### config.mk
export PLATFORM = sky130hd
export DESIGN_NAME = alu_issue_stage
export DESIGN_NICKNAME = d
export VERILOG_FILES = /design/src/rtl/alu_pkg.sv /design/src/rtl/alu_ctrl_dec.sv /design/src/rtl/alu_issue_stage.sv
export SDC_FILE = /design/constraint.sdc
export NUM_CORES = 1
export LEC_CHECK = 0
export ABC_AREA = 1
export ABC_CLOCK_PERIOD_IN_PS = 2060
export CAP_MARGIN = 20
export CORE_UTILIZATION = 52
export DETAILED_ROUTE_END_ITERATION = 7
export PLACE_DENSITY = 0.89
export SLEW_MARGIN = 20
export SYNTH_ARGS = -nofsm -noshare
export SYNTH_HDL_FRONTEND = slang
export SYNTH_SLANG_ARGS = --single-unit
### constraint.sdc
create_clock -name clk -period 2.06 [get_ports clk]
set_input_delay 0.618 -clock clk [delete_from_list [all_inputs] [get_ports clk]]
set_output_delay 0.618 -clock clk [all_outputs]
set_load 0.02 [all_outputs]
### src/rtl/alu_pkg.sv
// rtl/alu_pkg.sv - shared ALU op/class/funct constants and issue entry type
package alu_pkg;

    localparam int ALU_W = 32;

    localparam logic [2:0] ALU_AND = 3'b000;
    localparam logic [2:0] ALU_OR  = 3'b001;
    localparam logic [2:0] ALU_ADD = 3'b010;
    localparam logic [2:0] ALU_SUB = 3'b110;
    localparam logic [2:0] ALU_SLT = 3'b111;

    localparam logic [1:0] CLS_ADD   = 2'b00;
    localparam logic [1:0] CLS_SUB   = 2'b01;
    localparam logic [1:0] CLS_FUNCT = 2'b10;
    localparam logic [1:0] CLS_SLT   = 2'b11;

    localparam logic [5:0] FN_ADD = 6'h20;
    localparam logic [5:0] FN_SUB = 6'h22;
    localparam logic [5:0] FN_AND = 6'h24;
    localparam logic [5:0] FN_OR  = 6'h25;
    localparam logic [5:0] FN_SLT = 6'h2A;

    // Encoding mirrors the {skid valid, out valid} bit pair.
    typedef enum logic [1:0] {
        ST_EMPTY = 2'b00,
        ST_ONE   = 2'b01,
        ST_FULL  = 2'b11
    } issue_state_e;

    typedef struct packed {
        logic [ALU_W-1:0] a;
        logic [ALU_W-1:0] b;
        logic [2:0]       op;
        logic             illegal;
    } alu_entry_t;

endpackage

### src/rtl/alu_ctrl_dec.sv
// rtl/alu_ctrl_dec.sv - combinational ALU control decode from class and funct
module alu_ctrl_dec
    import alu_pkg::*;
(
    input  logic [1:0] alu_class,
    input  logic [5:0] funct,
    output logic [2:0] op,
    output logic       illegal
);

    always_comb begin
        op      = ALU_ADD;
        illegal = 1'b0;
        case (alu_class)
            CLS_ADD: op = ALU_ADD;
            CLS_SUB: op = ALU_SUB;
            CLS_SLT: op = ALU_SLT;
            default: begin
                case (funct)
                    FN_ADD:  op = ALU_ADD;
                    FN_SUB:  op = ALU_SUB;
                    FN_AND:  op = ALU_AND;
                    FN_OR:   op = ALU_OR;
                    FN_SLT:  op = ALU_SLT;
                    default: illegal = 1'b1;
                endcase
            end
        endcase
    end

endmodule

### src/rtl/alu_issue_stage.sv
// rtl/alu_issue_stage.sv - operand select, op decode and skid-buffered issue toward the ALU
module alu_issue_stage
    import alu_pkg::*;
#(
    parameter int W     = ALU_W,
    parameter int IMM_W = 16
) (
    input  logic             clk,
    input  logic             rst_n,
    input  logic             flush,
    input  logic             in_valid,
    output logic             in_ready,
    input  logic [W-1:0]     rs_val,
    input  logic [W-1:0]     rt_val,
    input  logic [IMM_W-1:0] imm,
    input  logic             alu_src,
    input  logic [1:0]       alu_class,
    input  logic [5:0]       funct,
    output logic             out_valid,
    input  logic             out_ready,
    output logic [W-1:0]     a,
    output logic [W-1:0]     b,
    output logic [2:0]       op,
    output logic             illegal
);

    logic [2:0]   dec_op;
    logic         dec_illegal;
    logic [W-1:0] b_imm;
    alu_entry_t   in_entry;
    alu_entry_t   out_q;
    alu_entry_t   skid_q;

    issue_state_e state_q;
    issue_state_e state_d;
    logic         in_ready_q;
    logic         accept;
    logic         drain;
    logic         load_out;
    logic         skid_to_out;
    logic         load_skid;

    alu_ctrl_dec u_dec (
        .alu_class (alu_class),
        .funct     (funct),
        .op        (dec_op),
        .illegal   (dec_illegal)
    );

    assign b_imm = {{(W-IMM_W){imm[IMM_W-1]}}, imm};

    always_comb begin
        in_entry.a       = rs_val;
        in_entry.b       = alu_src ? b_imm : rt_val;
        in_entry.op      = dec_op;
        in_entry.illegal = dec_illegal;
    end

    assign out_valid = (state_q != ST_EMPTY);
    assign in_ready  = in_ready_q;
    assign accept    = in_valid & in_ready_q;
    assign drain     = out_valid & out_ready;

    always_comb begin
        state_d     = state_q;
        load_out    = 1'b0;
        skid_to_out = 1'b0;
        load_skid   = 1'b0;
        if (flush) begin
            state_d = ST_EMPTY;
        end else begin
            case (state_q)
                ST_EMPTY: begin
                    if (accept) begin
                        state_d  = ST_ONE;
                        load_out = 1'b1;
                    end
                end
                ST_ONE: begin
                    if (accept && drain) begin
                        load_out = 1'b1;
                    end else if (accept) begin
                        state_d   = ST_FULL;
                        load_skid = 1'b1;
                    end else if (drain) begin
                        state_d = ST_EMPTY;
                    end
                end
                ST_FULL: begin
                    // in_ready is low here, so only a drain can move the state.
                    if (drain) begin
                        state_d     = ST_ONE;
                        skid_to_out = 1'b1;
                    end
                end
                default: state_d = ST_EMPTY;
            endcase
        end
    end

    always_ff @(posedge clk or negedge rst_n) begin
        if (!rst_n) begin
            state_q    <= ST_EMPTY;
            in_ready_q <= 1'b1;
        end else begin
            state_q    <= state_d;
            in_ready_q <= (state_d != ST_FULL);
        end
    end

    always_ff @(posedge clk or negedge rst_n) begin
        if (!rst_n) begin
            out_q  <= '0;
            skid_q <= '0;
        end else begin
            if (load_out) begin
                out_q <= in_entry;
            end else if (skid_to_out) begin
                out_q <= skid_q;
            end
            if (load_skid) begin
                skid_q <= in_entry;
            end
        end
    end

    assign a       = out_q.a;
    assign b       = out_q.b;
    assign op      = out_q.op;
    assign illegal = out_q.illegal;

endmodule
Word level (Yosys, flattened, before mapping)
Cells that the tools add are included.
{"block": "word_totals", "regBits": 139, "latchBits": 0, "ramBits": 0, "romBits": 0, "in_bits": 94, "out_inout_bits": 70, "word_cells": 53, "n_memories": 0}
{"block": "classes", "addsub": 0, "multipliers": 0, "div": 0, "order_cmp": 0, "n_eq_ne": 10, "shifts": 0, "n_mux": 24, "n_bitwise": 2, "n_reduce_logical": 7}
{"cell": "two-way mux 68 bit", "count": 2}
{"cell": "two-way mux 32 bit", "count": 1}
{"cell": "equality test 6 bit, second input constant", "count": 5}
{"cell": "two-way mux 2 bit", "count": 6}
{"cell": "one-hot mux 3 bit (4 select lines)", "count": 1}
{"cell": "two-way mux 1 bit", "count": 11}
{"cell": "one-hot mux 3 bit (3 select lines)", "count": 1}
{"cell": "one-hot mux 2 bit (3 select lines)", "count": 1}
{"cell": "OR reduction 5 bit", "count": 1}
{"cell": "equality test 2 x 1 -> 1 bit, second input constant", "count": 2}
{"cell": "equality test 2 bit, second input constant", "count": 2}
{"cell": "logical NOT 2 bit", "count": 2}
{"cell": "nonzero test 2 bit", "count": 2}
{"cell": "OR reduction 3 bit", "count": 1}
{"cell": "bitwise AND 1 bit", "count": 2}
{"cell": "inequality test 2 bit, second input constant", "count": 1}
{"cell": "one-hot mux 1 bit (2 select lines)", "count": 1}
{"cell": "logical AND 1 bit", "count": 1}

Logic depth before layout (Yosys ltp)
Gate-level depths: netlist (run 1).
{"block": "depth", "word_depth": 8, "depth_mapped": 9, "mapped_depth_nobuf": 8}

By module
A second synthesis (run 1) with hierarchy kept.
{"block": "hier_totals", "cells_unflattened": 850, "area_unflattened_um2": 6633.9}
{"mod": "alu_issue_stage", "n_inst": 1, "cells_per_inst": 817, "area_each_um2": 6466.2, "seq_area_each_um2": 3479.6}
{"mod": "alu_ctrl_dec", "n_inst": 1, "cells_per_inst": 33, "area_each_um2": 167.7, "seq_area_each_um2": 0.0}

Least setup slack after synthesis (run 1)
No wires, ideal clock.
{"block": "synth_timing", "path_type": "in2reg", "startpoint": "input port alu_src", "endpoint": "register out_q (netlist bit b[10])", "setup_time_ns": 0.124, "arrival_time_ns": 1.422, "t_required_ns": 1.936, "setup_slack_ns": 0.514, "path_stages": 5, "n_path_buf": 2, "cell_sequence": "buf_2 -> buf_2 -> mux2_2 -> nand2_1 -> nand3_1"}
{"block": "synth_between", "elab_chain_cells": 2}
{"item": "start, declared", "line_no": "alu_issue_stage.sv:16", "rtl": "input logic alu_src,"}
{"item": "two-way mux 32 bit", "line_no": "alu_issue_stage.sv:54", "rtl": "in_entry.b = alu_src ? b_imm : rt_val;"}
{"item": "two-way mux 68 bit", "line_no": "alu_issue_stage.sv:116", "rtl": "if (load_out) begin"}
{"item": "end signal, assigned", "line_no": "alu_issue_stage.sv:117", "rtl": "out_q <= in_entry;"}
{"item": "end signal, assigned", "line_no": "alu_issue_stage.sv:119", "rtl": "out_q <= skid_q;"}
{"item": "end, declared", "line_no": "alu_issue_stage.sv:31", "rtl": "alu_entry_t out_q;"}
Every way passes these cells.
A chain may end at the register's enable or synchronous reset.

Worst setup path after layout (run 1)
{"block": "layout_timing", "startpoint": "register out_q (netlist bit a[18])", "endpoint": "output port a[18]"}
{"item": "end, declared", "line_no": "alu_issue_stage.sv:21", "rtl": "output logic [W-1:0] a,"}
No word-level cell between the ends.

==> results by stage, run 1 <==
Critical path:
- The required time at the endpoint of the critical path is 1440 ps.
- The worst setup path is captured at an output port.
- The total buffers and inverters traversed by the critical path is 1.
- The critical path is of the reg -> out type.
- STA classifies the critical path startpoint as a flip-flop.
- In this run the worst setup path begins at a[18].
- Grouping stages by cell kind, the critical path spends the most delay in buffers and inverters.
- The start of the worst register-to-register path is in_ready.
- Among all stages on the critical path, the largest delay is contributed by sky130_fd_sc_hd__clkdlybuf4s50_1.
- For this run, the slowest stage of the critical path takes 620 ps.
- At the worst endpoint, the arrival time is 1410 ps.
- The maximum fanout along the worst path is 2.
- The signal on the critical path passes through clkdlybuf4s50_1.

Synth:
- Counting every net in the synthesized netlist gives 848.
- Of the post-synthesis cell area, the part taken by muxes is 2.749%.
- In the synthesized netlist the dominant register cell turns out to be sky130_fd_sc_hd__dfrtp_1.
- The synthesized netlist devotes 0% of its cell area to adder and majority cells.
- By area, the combinational part of the netlist is dominated by simple AND/OR/NAND/NOR gates.
- For this run, the register share of the synthesized area comes to 56.63%.
- The area of the mapped netlist is 6145 µm².
- The number of enable flip-flop cells after synthesis is 0.
- In the post-synthesis netlist, the biggest area contributors are sky130_fd_sc_hd__dfrtp_1 56%, sky130_fd_sc_hd__nand2_1 25%, sky130_fd_sc_hd__nand3_1 5.9%, sky130_fd_sc_hd__mux2_2 2.7%, sky130_fd_sc_hd__inv_1 1.9%.
- The synthesized design spends more area on one cell type than any other, namely sky130_fd_sc_hd__dfrtp_1.
- The unique cell type count in the Yosys netlist is 21.
- The xor and xnor area share after synthesis is 0%.
- The library cell with the highest instance count after synthesis is sky130_fd_sc_hd__nand2_1.
- The Yosys step of the flow raised 0 warnings.
- Summing the areas of all compound-gate instances in the mapped netlist gives 2.179% of the synthesized area.
- In the synthesized netlist, the cells that appear most often are 407 x sky130_fd_sc_hd__nand2_1, 138 x sky130_fd_sc_hd__dfrtp_1, 72 x sky130_fd_sc_hd__nand3_1.
- The area share of the largest cell type after synthesis is 56.20%.
- The share of flip-flops with an asynchronous set or reset after synthesis is 100.0%.
- The cell count after synthesis is 754.
- Of the total synthesized cell area, the portion taken by AND, OR, NAND and NOR gates is 32.19%.
- A synthesized cell averages 8.149 µm².
- The number of synthesized register bits is 139.

GRT:
- The initial antenna violation count is 0.
- The overall global routing resource usage is 26.83%.
- The via count of the first global-routing pass was 5509.
- The pin count of the biggest net entering global routing is 43.
- The first global-routing pass estimated 26.18 mm of wire.
- The total congestion overflow after global routing is 0.

Detailed routing:
- Dividing the detail-routed wire length by the instance count gives 14.59 µm.
- For this block, the via count after detailed routing is 5562.
- Dividing the detail-routed via count by the number of cells gives 5.188.
- The final layout contains routed wiring with a total length of 15.65 mm.
- The number of design-rule violations left by the first detailed-router iteration is 465.
- The remaining design rule violation count is 0.
- The pre-antenna-repair detailed-routing pass consisted of 5 iterations.
- The remaining antenna violation count is 0.

Clock tree:
- The level count of the clock H-tree is 4.
- Clock tree synthesis inserted a total of 17 buffers.
- TritonCTS built the clock tree.
- In this run the clock root is driven by a sky130_fd_sc_hd__clkbuf_16.
- The number of hold buffers added after CTS was 0.
- After clock tree synthesis, the setup repair step added 0 buffers.
- The clock latency on the worst-skew pair is 410 ps.
- The deepest clock path buffer count is 2.
- The clock edge transition at the registers on the reported setup and hold paths is 60 ps.
- The total clock sinks is 139.

Die:
- From left edge to right edge, the die measures 110.7 µm.
- Once the floorplan was initialized, standard cells occupied 53.58% of the core.
- During I/O placement, the number of pins put on the boundary was 164.
- The floorplan die area is 12260 µm².
- The initialized floorplan defines 39 standard-cell rows.
- The die is 110.7 µm tall.
- After floorplanning, the core was sized to cover 11470 µm².

Timing:
- After layout, the worst setup slack is 35.73 ps.
- The worst clock skew is 7.961 ps.
- Setup violations remaining at the end of the flow were counted as 0.
- The slew at the pin closest to its max-slew limit is 397.2 ps.
- The number of max-slew violations in the final report is 0.
- The final period utilization is 98.27%.
- Hold timing on the final database bottoms out at a slack of 108.8 ps.
- In this run the tightest slew margin relative to its limit is 73.52%.
- The final hold violation count was 0.
- Setup repair after global routing left no endpoint under its margin.
- The maximum clock frequency is 494.0 MHz.
- The minimum clock period is 2024 ps.
- Summed over all failing endpoints, the final setup total negative slack is 0 ps.

Layout:
- The final layout contains 1010 nets.
- The antenna diode count is 0.
- From synthesis to final layout, the design area changed by 41.21%.
- The final core utilization is 75.67%.
- Cells with a size suffix above 1 make up 8.396% of the layout.
- The number of standard cells in the layout, taps in and fillers out is 1072.

Min path:
- The min-delay analysis places its worst path in the category in -> async.

Place:
- The minimum setup slack after placement is 2.820 ps.
- The total instance count after detailed placement is 1040.
- The congestion estimate from routability-driven global placement came to 0.7706.
- The final HPWL from detailed placement is 10.18 mm.
- The number of buffer cells added on primary ports is 163.

Pwr:
- Across the VDD grid, the largest voltage drop is 0.0006947 V.
- The total leakage power is 4.340 nW.
- The power density over cell area is 1013 nW/µm².

Run status:
- The flow ran to the end, and the final reports show no timing, DRC or antenna violations.

Flow run:
- The max-capacitance violation count is 0.
kinds of logic (layout without fill, tap and decap cells):
| logic type | after synthesis | count (layout) |
|---|---|---|
| mux | 15 | 15 |
| buf+inv | 76 | 251 |
| compound gates | 26 | 26 |
| simple gates | 498 | 498 |
| flops | 139 | 139 |
area by class of cell:
type	instances	area [µm²]
sequential	139	3480
fill	794	2790
multi-input combinational	539	2281
timing repair buffer	183	1966
clock buffer	21	470.5
tap	143	178.9
clock inverter	11	166.4
inverter	36	135.1
per-layer routing:
metal | vias up | part of all wire (%) | track usage (%)
met5 | - | 0 | 0
met4 | 0 | 4.0 | 12.71
met3 | 47 | 5.7 | 5.686
met2 | 221 | 50 | 44.89
met1 | 2631 | 40 | 33.28
li1 | 2663 | - | -
per-stage QoR:
step | instance area [µm²] | total power [mW]
after floorplan | 6145 | 4.571
after global placement | 8033 | 5.491
after detailed placement | 8033 | 5.573
after CTS | 8667 | 8.829
after global routing | 8677 | 9.183
final | 8677 | 8.786
worst paths after layout:
check	endpoint	slack, ps	cells after the start
max in group asynchronous	a[14]	1390	2
max	a[18]	40	1
min	skid_q[25]	110	1
min in group clk	skid_q[29]	480	2
min reg2reg	skid_q[29]	480	2
max reg2reg	a[8]	540	8
flip-flops by register name (all words and copies together) (netlist names):
signal	count
skid_q	68
state_q	2
b	32
illegal	1
in_ready	1
a	32
op	3
cells in the final DEF, fill, tap and decap left out, drive strengths merged:
cell / count
bufinv: 4
a21oi: 2
clkdlybuf4s50: 153
a31oi: 1
dfstp: 1
nand2: 408
o21ai: 22
clkinv: 4
or2: 1
o211ai: 1
dfrtp: 138
dlygate4sd2: 2
nand3: 73
mux2: 15
dlymetal6s2s: 6
nor2: 14
buf: 21
nand4: 2
clkinvlp: 3
clkbuf: 22
inv: 36
repair_timing:
item | in CTS | in global routing
pin swaps | 0 | 0
setup endpoints to repair | 3 | 7
resized for setup | 4 | 7
gates cloned | 0 | 0
report_power, final:
| group | leakage, nW | internal [mW] | total, mW | switching (mW) |
|---|---|---|---|---|
| combinational | 2.29 | 0.911 | 1.89 | 0.981 |
| clock | 0.305 | 2.12 | 3.24 | 1.13 |
| sequential | 1.74 | 3.32 | 3.65 | 0.330 |
Note: power is estimated with default switching activity, not from simulation.
==> run 2: changes to the inputs <==
--- a/config.mk
+++ b/config.mk
@@ -6,11 +6,11 @@
 export NUM_CORES = 1
 export LEC_CHECK = 0
 export ABC_AREA = 1
-export ABC_CLOCK_PERIOD_IN_PS = 2060
+export ABC_CLOCK_PERIOD_IN_PS = 1700
 export CAP_MARGIN = 20
-export CORE_UTILIZATION = 52
+export CORE_UTILIZATION = 44
 export DETAILED_ROUTE_END_ITERATION = 7
-export PLACE_DENSITY = 0.89
+export PLACE_DENSITY = 0.81
 export SLEW_MARGIN = 20
 export SYNTH_ARGS = -nofsm -noshare
 export SYNTH_HDL_FRONTEND = slang
==> constraint.sdc (replaced) <==
create_clock -name clk -period 1.7 [get_ports clk]
set_input_delay 0.51 -clock clk [delete_from_list [all_inputs] [get_ports clk]]
set_output_delay 0.51 -clock clk [all_outputs]
set_load 0.02 [all_outputs]
==> run 2 against run 1 <==
Effect of this change: design area down 0.78%; clock skew up 3.4 ps; die area up 18%; clock power up 1%; via count down 1.6%; worst setup slack worse by 11 ps; critical path depth up 1; sequential share of layout area up 0.31 points; global-route usage down 3.9 points; critical endpoint is now out_valid; sequential power up 21%; register-to-register slack worse by 380 ps.
==> results by stage, run 2 (same netlist as run 1, synthesis figures left out) <==
Clock tree:
- Clock tree synthesis selected as its root buffer the cell sky130_fd_sc_hd__clkbuf_16.
- The post-CTS setup-driven buffer insertion count is 0 (unchanged).
- The total clock sinks is 139 (unchanged).
- The TritonCTS clock tree is yes.
- The clock edge transition at the registers on the reported setup and hold paths is 50 ps (about the same).
- The TritonCTS buffer count is 17 (unchanged).
- The clock latency on the worst-skew pair was 420 ps (about the same).
- The number of hold-repair buffers added at the cts stage is 0 (unchanged).
- The deepest clock path buffer count is 2 (unchanged).
- The level count of the clock H-tree came to 4 (unchanged).

Pwr:
- The design internal power is 6.969 mW (+9.8%).
- The total leakage power is 4.441 nW (+2.3%).
- The clock network fraction of design power is 33.5% (-3.4 points).
- The peak supply drop is 0.0006650 V (-4.3%).
- The net load switching power is 2.821 mW (+16%).
- The part of the power in registers is 45.0% (+3.5 points).
- The final total power was 9.790 mW (+11%).
- The switching share of total power is 28.81% (+1.1 points).
- The power density over cell area is 1137 nW/µm² (+12%).
- The fraction of power consumed by combinational cells is 21.5% (about the same).

Die:
- The floorplan die width is 120.2 µm (+8.6%).
- The number of core rows is 42 (+7.7%).
- The floorplan die height came to 120.2 µm (+8.6%).
- The number of top-level design ports is 164 (unchanged).
- The initial core utilization is 45.68% (-7.9 points).
- The area of the core was 13450 µm² (+17%).
- The floorplan die area is 14440 µm² (+18%).

Detailed routing:
- The number of design-rule violations left by the first detailed-router iteration is 546 (+17%).
- The via count is 5474 (-1.6%).
- The remaining antenna violation count was 0 (unchanged).
- The detailed-route wire length is 15.80 mm (+0.97%).
- The detail-routed via count per cell is 4.932 (-5.0%).
- The first-pass iteration count of the detailed router came to 5 (unchanged).
- The average wire length per cell after detail routing came to 14.23 µm (-2.5%).
- The remaining design rule violation count was 0 (unchanged).

Critical path:
- The maximum fanout along the worst path is 2 (unchanged).
- Traced cell by cell, the critical path runs through or2_4 > buf_6.
- The data arrival time at the worst-slack endpoint came to 1170 ps (-240 ps).
- The category of the most critical setup path is reg -> out.
- The delay of the slowest critical-path stage was 370 ps (-250 ps).
- The critical path launch point type is a flip-flop.
- STA classifies the critical path endpoint as an output port.
- The slowest stage of the critical path is the sky130_fd_sc_hd__dfrtp_1 cell.
- The required time at the endpoint of the critical path came to 1190 ps (-250 ps).

Timing:
- Setup repair after global routing could not meet its margin everywhere.
- The slew at the pin closest to its max-slew limit is 389.8 ps (-7.410 ps).
- The number of setup violations in the final report is 0 (unchanged).
- After layout, the worst path uses 98.54% of the clock period.
- The minimum clock period is 1675 ps.
- The final hold violation count was 0 (unchanged).
- The total negative slack is 0 ps (unchanged).
- The worst clock skew came to 11.39 ps (+3.426 ps).
- Static timing analysis puts the maximum clock frequency at 597.0 MHz.
- The worst hold-check slack is 2.139 ps (-106.7 ps).
- The number of max-slew violations in the final report is 0 (unchanged).
- The remaining max-slew budget at the tightest pin is 74.01% (+0.49 points).

Min path:
- The tightest min-delay check is of the in -> async type.

GRT:
- The overall global routing resource usage was 22.96% (-3.9 points).
- The met3 routing resource usage after global routing came to 5.802% (+0.12 points).
- The initial antenna violation count is 0 (unchanged).
- The via count of the first global-routing pass came to 5257 (-4.6%).
- The global-route wire length before repair is 25.74 mm (-1.7%).
- The total congestion overflow after global routing was 0 (unchanged).
- The global routing's busiest layer is met2.
- The met2 track demand over resource in global routing is 37.93% (-7.0 points).
- The routing usage on met1 is 28.98% (-4.3 points).
- The pin count of the biggest net entering global routing was 44 (+2.3%).

Place:
- The number of buffer cells added on primary ports came to 163 (unchanged).
- The placer congestion estimate is 0.7395 (-4.0%).
- The final HPWL from detailed placement is 10.53 mm (+3.5%).
- The instance area after placement came to 8172 µm² (+1.7%).

Layout:
- The share of layout cells above drive strength 1 came to 8.565% (+0.17 points).
- The flip-flop count of the largest register, all copies and words added is 68 (unchanged).
- The library cells used most frequently in the layout, excluding fill and tap cells, are 407 x sky130_fd_sc_hd__nand2_1, 138 x sky130_fd_sc_hd__dfrtp_1, 92 x sky130_fd_sc_hd__clkdlybuf4s50_1.
- The most common cell after layout, fill and taps aside is sky130_fd_sc_hd__nand2_1.
- The finished layout cell area was 8610 µm² (-0.78%).
- Compared with the post-synthesis result, the final layout area differs by 40.11%.
- The final core utilization is 64.00% (-12 points).
- The multi-input gate area in the final layout was 2283 µm² (+0.11%).
- The antenna diode count was 0 (unchanged).
- The area taken by flip-flops and latches is 3480 µm² (unchanged).
- The layout filler cell count came to 1170 (+47%).
- The number of nets in the layout came to 1018 (+0.79%).
- Ranked by flip-flop count, first place goes to skid_q.

Run status:
- The flow ran to the end, and the final reports show no timing, DRC or antenna violations.

Flow run:
- The max-capacitance violation count is 0 (unchanged).
## run 2: routing by layer
metal	wire [µm]	share of wire [%]	vias up
met3	879	5.6	24
met2	7766	49	174
met4	327	2.1	0
met5	0	0	-
li1	-	-	2672
met1	6822	43	2604
## run 2: path summary, 6_finish.rpt
check	startpoint	cells after the start	end	slack, ps
worst min-delay path	rst_n	1	a[8]	2
worst max register to register	in_ready	8	b[7]	160
min in group clk	a[4]	2	a[4]	470
worst min register to register	a[4]	2	a[4]	470
max in group asynchronous	rst_n	2	skid_q[26]	1140
worst max-delay path	state_q[1]	2	out_valid	20
## run 2: timing repair
item,4_1_cts,5_1_grt
gates resized for setup,76,4
endpoints found under the hold margin,0,0
setup endpoints to repair,70,2
## run 2: power by group through the flow
stage	Sequential (mW)	Combinational, mW	Clock [mW]
after global routing	4.48	2.32	3.49
after global placement	4.43	2.26	0
after CTS	4.40	2.13	3.35
after floorplan	4.76	0.783	0
final	4.41	2.10	3.28
after detailed placement	4.45	2.32	0
## run 2: critical path, delay by kind of cell, from the launching register on
kind,cells,cell delay (ps)
buffers and inverters,1,130
DFF,1,370
and+or+nand+nor,1,250
## run 2: cell type report
class                           count  area share (%)
Inverter                           36           1.570
Timing Repair Buffer              191           22.86
Clock inverter                      2          0.1163
Clock buffer                       27           5.958
Sequential cell                   139           40.42
Tap cell                          176           2.558
Multi-Input combinational cell    539           26.52
## run 2: through the flow
step                      std cells  setup slack (ps)
after floorplan                 754             183.6
after global placement         1081            -222.7
after detailed placement       1081            -268.5
after CTS                      1110            -58.13
after global routing           1110            -16.77
final                          1110             24.85
==> run 3: changes to the inputs <==
--- a/config.mk
+++ b/config.mk
@@ -10,6 +10,7 @@
 export CAP_MARGIN = 20
 export CORE_UTILIZATION = 44
 export DETAILED_ROUTE_END_ITERATION = 7
+export MAX_ROUTING_LAYER = met4
 export PLACE_DENSITY = 0.81
 export SLEW_MARGIN = 20
 export SYNTH_ARGS = -nofsm -noshare
==> constraint.sdc (replaced) <==
create_clock -name clk -period 1.7 [get_ports clk]
set_input_delay 0.51 -clock clk [delete_from_list [all_inputs] [get_ports clk]]
set_output_delay 0.51 -clock clk [all_outputs]
set_load 0.01 [all_outputs]
==> run 3 against run 2 <==
Effect of this change: wire length down 3.1%; non-clock buffer count up 4; clock-buffer cell count increased by 1; die area stayed put; sequential cell count stayed put; largest power group unchanged; highest routed layer unchanged.
==> results by stage, run 3 (same netlist as run 1, synthesis figures left out) <==
Die:
- The initial core utilization came to 45.68% (unchanged).
- The floorplan die height is 120.2 µm (unchanged).
- The floorplan die width is 120.2 µm (unchanged).
- The floorplan die area is 14440 µm² (unchanged).
- The area of the core is 13450 µm² (unchanged).
- The number of core rows was 42 (unchanged).
- The number of top-level design ports was 164 (unchanged).

Detailed routing:
- The remaining antenna violation count is 0 (unchanged).
- The first-pass iteration count of the detailed router is 4 (-1).
- The via count is 5429 (-0.82%).
- The number of design-rule violations left by the first detailed-router iteration is 398 (-27%).
- The average wire length per cell after detail routing came to 13.74 µm (-3.4%).
- The detailed-route wire length is 15.31 mm (-3.1%).
- The detail-routed via count per cell came to 4.873 (-1.2%).
- The remaining design rule violation count came to 0 (unchanged).

Clock tree:
- The total clock sinks is 139 (unchanged).
- The cell sitting at the root of the clock tree is a sky130_fd_sc_hd__clkbuf_16.
- The number of hold-repair buffers added at the cts stage is 0 (unchanged).
- The level count of the clock H-tree came to 4 (unchanged).
- The deepest clock path buffer count is 2 (unchanged).
- The clock latency on the worst-skew pair is 410 ps (about the same).
- The TritonCTS buffer count is 17 (unchanged).
- The clock edge transition at the registers on the reported setup and hold paths is 50 ps (about the same).
- The TritonCTS clock tree is yes.

Layout:
- The number of nets in the layout came to 1022 (+0.39%).
- The top cell types in the final layout, fill and taps aside, are 407 x sky130_fd_sc_hd__nand2_1, 138 x sky130_fd_sc_hd__dfrtp_1, 92 x sky130_fd_sc_hd__clkdlybuf4s50_1.
- The top register by number of flip-flops is skid_q.
- The area added between synthesis and finish is 40.28%.
- The share of layout cells above drive strength 1 is 9.062% (+0.50 points).
- The final core utilization is 64.07% (+0.074 points).
- The number of standard cells in the layout, taps in and fillers out is 1114 (+0.36%).
- The flip-flop count of the largest register, all copies and words added is 68 (unchanged).
- The most common cell after layout, fill and taps aside is sky130_fd_sc_hd__nand2_1.
- The layout filler cell count was 1142 (-2.4%).
- The antenna diode count is 0 (unchanged).

Timing:
- The total negative slack was 0 ps (unchanged).
- The maximum clock frequency is 600.4 MHz (+0.58%).
- The slew at the pin closest to its max-slew limit was 382.0 ps (-7.835 ps).
- The minimum clock period came to 1666 ps (-9.587 ps).
- The minimum setup slack in the final design came to 34.44 ps (+9.587 ps).
- The number of setup violations in the final report was 0 (unchanged).
- The final hold violation count is 0 (unchanged).
- The worst clock skew was 5.406 ps (-5.981 ps).
- The remaining max-slew budget at the tightest pin is 74.54% (+0.52 points).
- Setup repair after global routing could not meet its margin everywhere.
- The number of max-slew violations in the final report is 0 (unchanged).
- The final period utilization is 97.97% (-0.56 points).

Critical path:
- The critical register-to-register path endpoint is a[1].
- The maximum fanout along the worst path came to 2 (unchanged).
- The worst setup path is of the reg -> out kind.
- The data arrival time at the worst-slack endpoint came to 1160 ps (about the same).
- The source of the critical timing path is state_q[0].
- Following the worst setup path forward leads to its endpoint at out_valid.
- The worst register-to-register path begins at in_ready.
- The instance count on the critical path was 2 (unchanged).
- The signal on the critical path passes through or2_4 > buf_6.
- The element type at the critical path end is an output port.
- The number of cell instances on the worst register-to-register path was 7 (-1).
- STA classifies the critical path startpoint as a flip-flop.
- The slack of the worst reg-to-reg path was 220 ps (+60 ps).
- For this design, the slowest cell found on the critical path is sky130_fd_sc_hd__dfrtp_1.
- The required time at the endpoint of the critical path is 1190 ps (about the same).
- The delay of the slowest critical-path stage is 370 ps (about the same).
- The total buffers and inverters traversed by the critical path is 1 (unchanged).
- The cell family contributing the most delay on the critical path is flip-flops.

GRT:
- The pin count of the biggest net entering global routing is 44 (unchanged).
- The global-route wire length before repair was 25.61 mm (-0.51%).
- The via count of the first global-routing pass came to 5313 (+1.1%).
- The initial antenna violation count was 0 (unchanged).
- The overall global routing resource usage is 23.54% (+0.58 points).
- The total congestion overflow after global routing is 0 (unchanged).

Flow run:
- The max-capacitance violation count is 0 (unchanged).

Place:
- The number of buffer cells added on primary ports was 163 (unchanged).
- The minimum setup slack after placement is -236.6 ps (+31.87 ps).
- The final HPWL from detailed placement came to 10.44 mm (-0.87%).
- The placer congestion estimate is 0.7522 (+1.7%).
- The total instance count after detailed placement is 1084 (+0.28%).

Min path:
- The path class of the tightest hold or removal check is in -> async.

Run status:
- The flow ran to the end, and the final reports show no timing, DRC or antenna violations.

Pwr:
- The total leakage power is 4.456 nW (+0.33%).
- The peak supply drop is 0.0005521 V (-17%).
- The power density over cell area is 1119 nW/µm² (-1.6%).
- The final total power is 9.647 mW (-1.5%).
run 3: cell types whose count changed in the layout (fill, tap and decap cells not counted):
cell	previous run	this run
sky130_fd_sc_hd__clkdlybuf4s15_1	1	0
sky130_fd_sc_hd__buf_4	11	18
sky130_fd_sc_hd__dlygate4sd2_1	67	68
sky130_fd_sc_hd__clkinv_2	2	1
sky130_fd_sc_hd__buf_12	17	14
sky130_fd_sc_hd__clkbuf_1	5	4
sky130_fd_sc_hd__clkbuf_8	5	7
run 3: area by class of cell:
cell class                      count  area [µm²]  share of cell area [%]
Multi-Input combinational cell    539        2283                   26.49
Clock inverter                      1       5.005                 0.05806
Inverter                           36       135.1                   1.568
Timing Repair Buffer              195        1959                   22.73
Tap cell                          176       220.2                   2.555
Clock buffer                       28       536.8                   6.227
Sequential cell                   139        3480                   40.37
run 3: worst register-to-register path, delay by kind of cell (launching register included):
kind                   cells  cell delay (ps)
buffers and inverters      2              350
AND/OR/NAND/NOR            5              530
flip-flops                 1              540
run 3: worst min path at each step:
stage                     startpoint         end  slack [ps]
after floorplan                rst_n        a[0]         210
after global placement         rst_n        a[9]         450
after detailed placement       rst_n        a[9]         450
after CTS                      rst_n        a[8]           8
after global routing           rst_n  skid_q[62]          20
final                          rst_n        a[8]           7
run 3: repair_timing:
| item | CTS | global route |
|---|---|---|
| resized for setup | 78 | 0 |
| setup buffers | 1 | 0 |
| setup endpoints to repair | 70 | 1 |
| pin swaps | 0 | 1 |
run 3: through the flow:
| stage | hold WS (ps) | cell area [µm²] |
|---|---|---|
| global route | 22.78 | 8620 |
| floorplan | 214.4 | 6145 |
| finish | 6.984 | 8620 |
| global placement | 446.0 | 8157 |
| CTS | 7.708 | 8620 |
| detailed placement | 445.8 | 8157 |
run 3: layer usage:
layer / vias to the layer above / share of wire, % / track usage, %
li1: 2685 / - / -
met1: 2546 / 43 / 29.36
met2: 171 / 49 / 36.89
met3: 27 / 5.7 / 4.764
met4: 0 / 2.8 / 11.17
met5: - / 0 / -
run 3: power breakdown:
part	total [mW]	switching, mW	internal, mW
combinational	1.87	0.950	0.916
sequential	4.40	0.377	4.02
clock	3.38	1.27	2.11
total	9.65	2.60	7.05
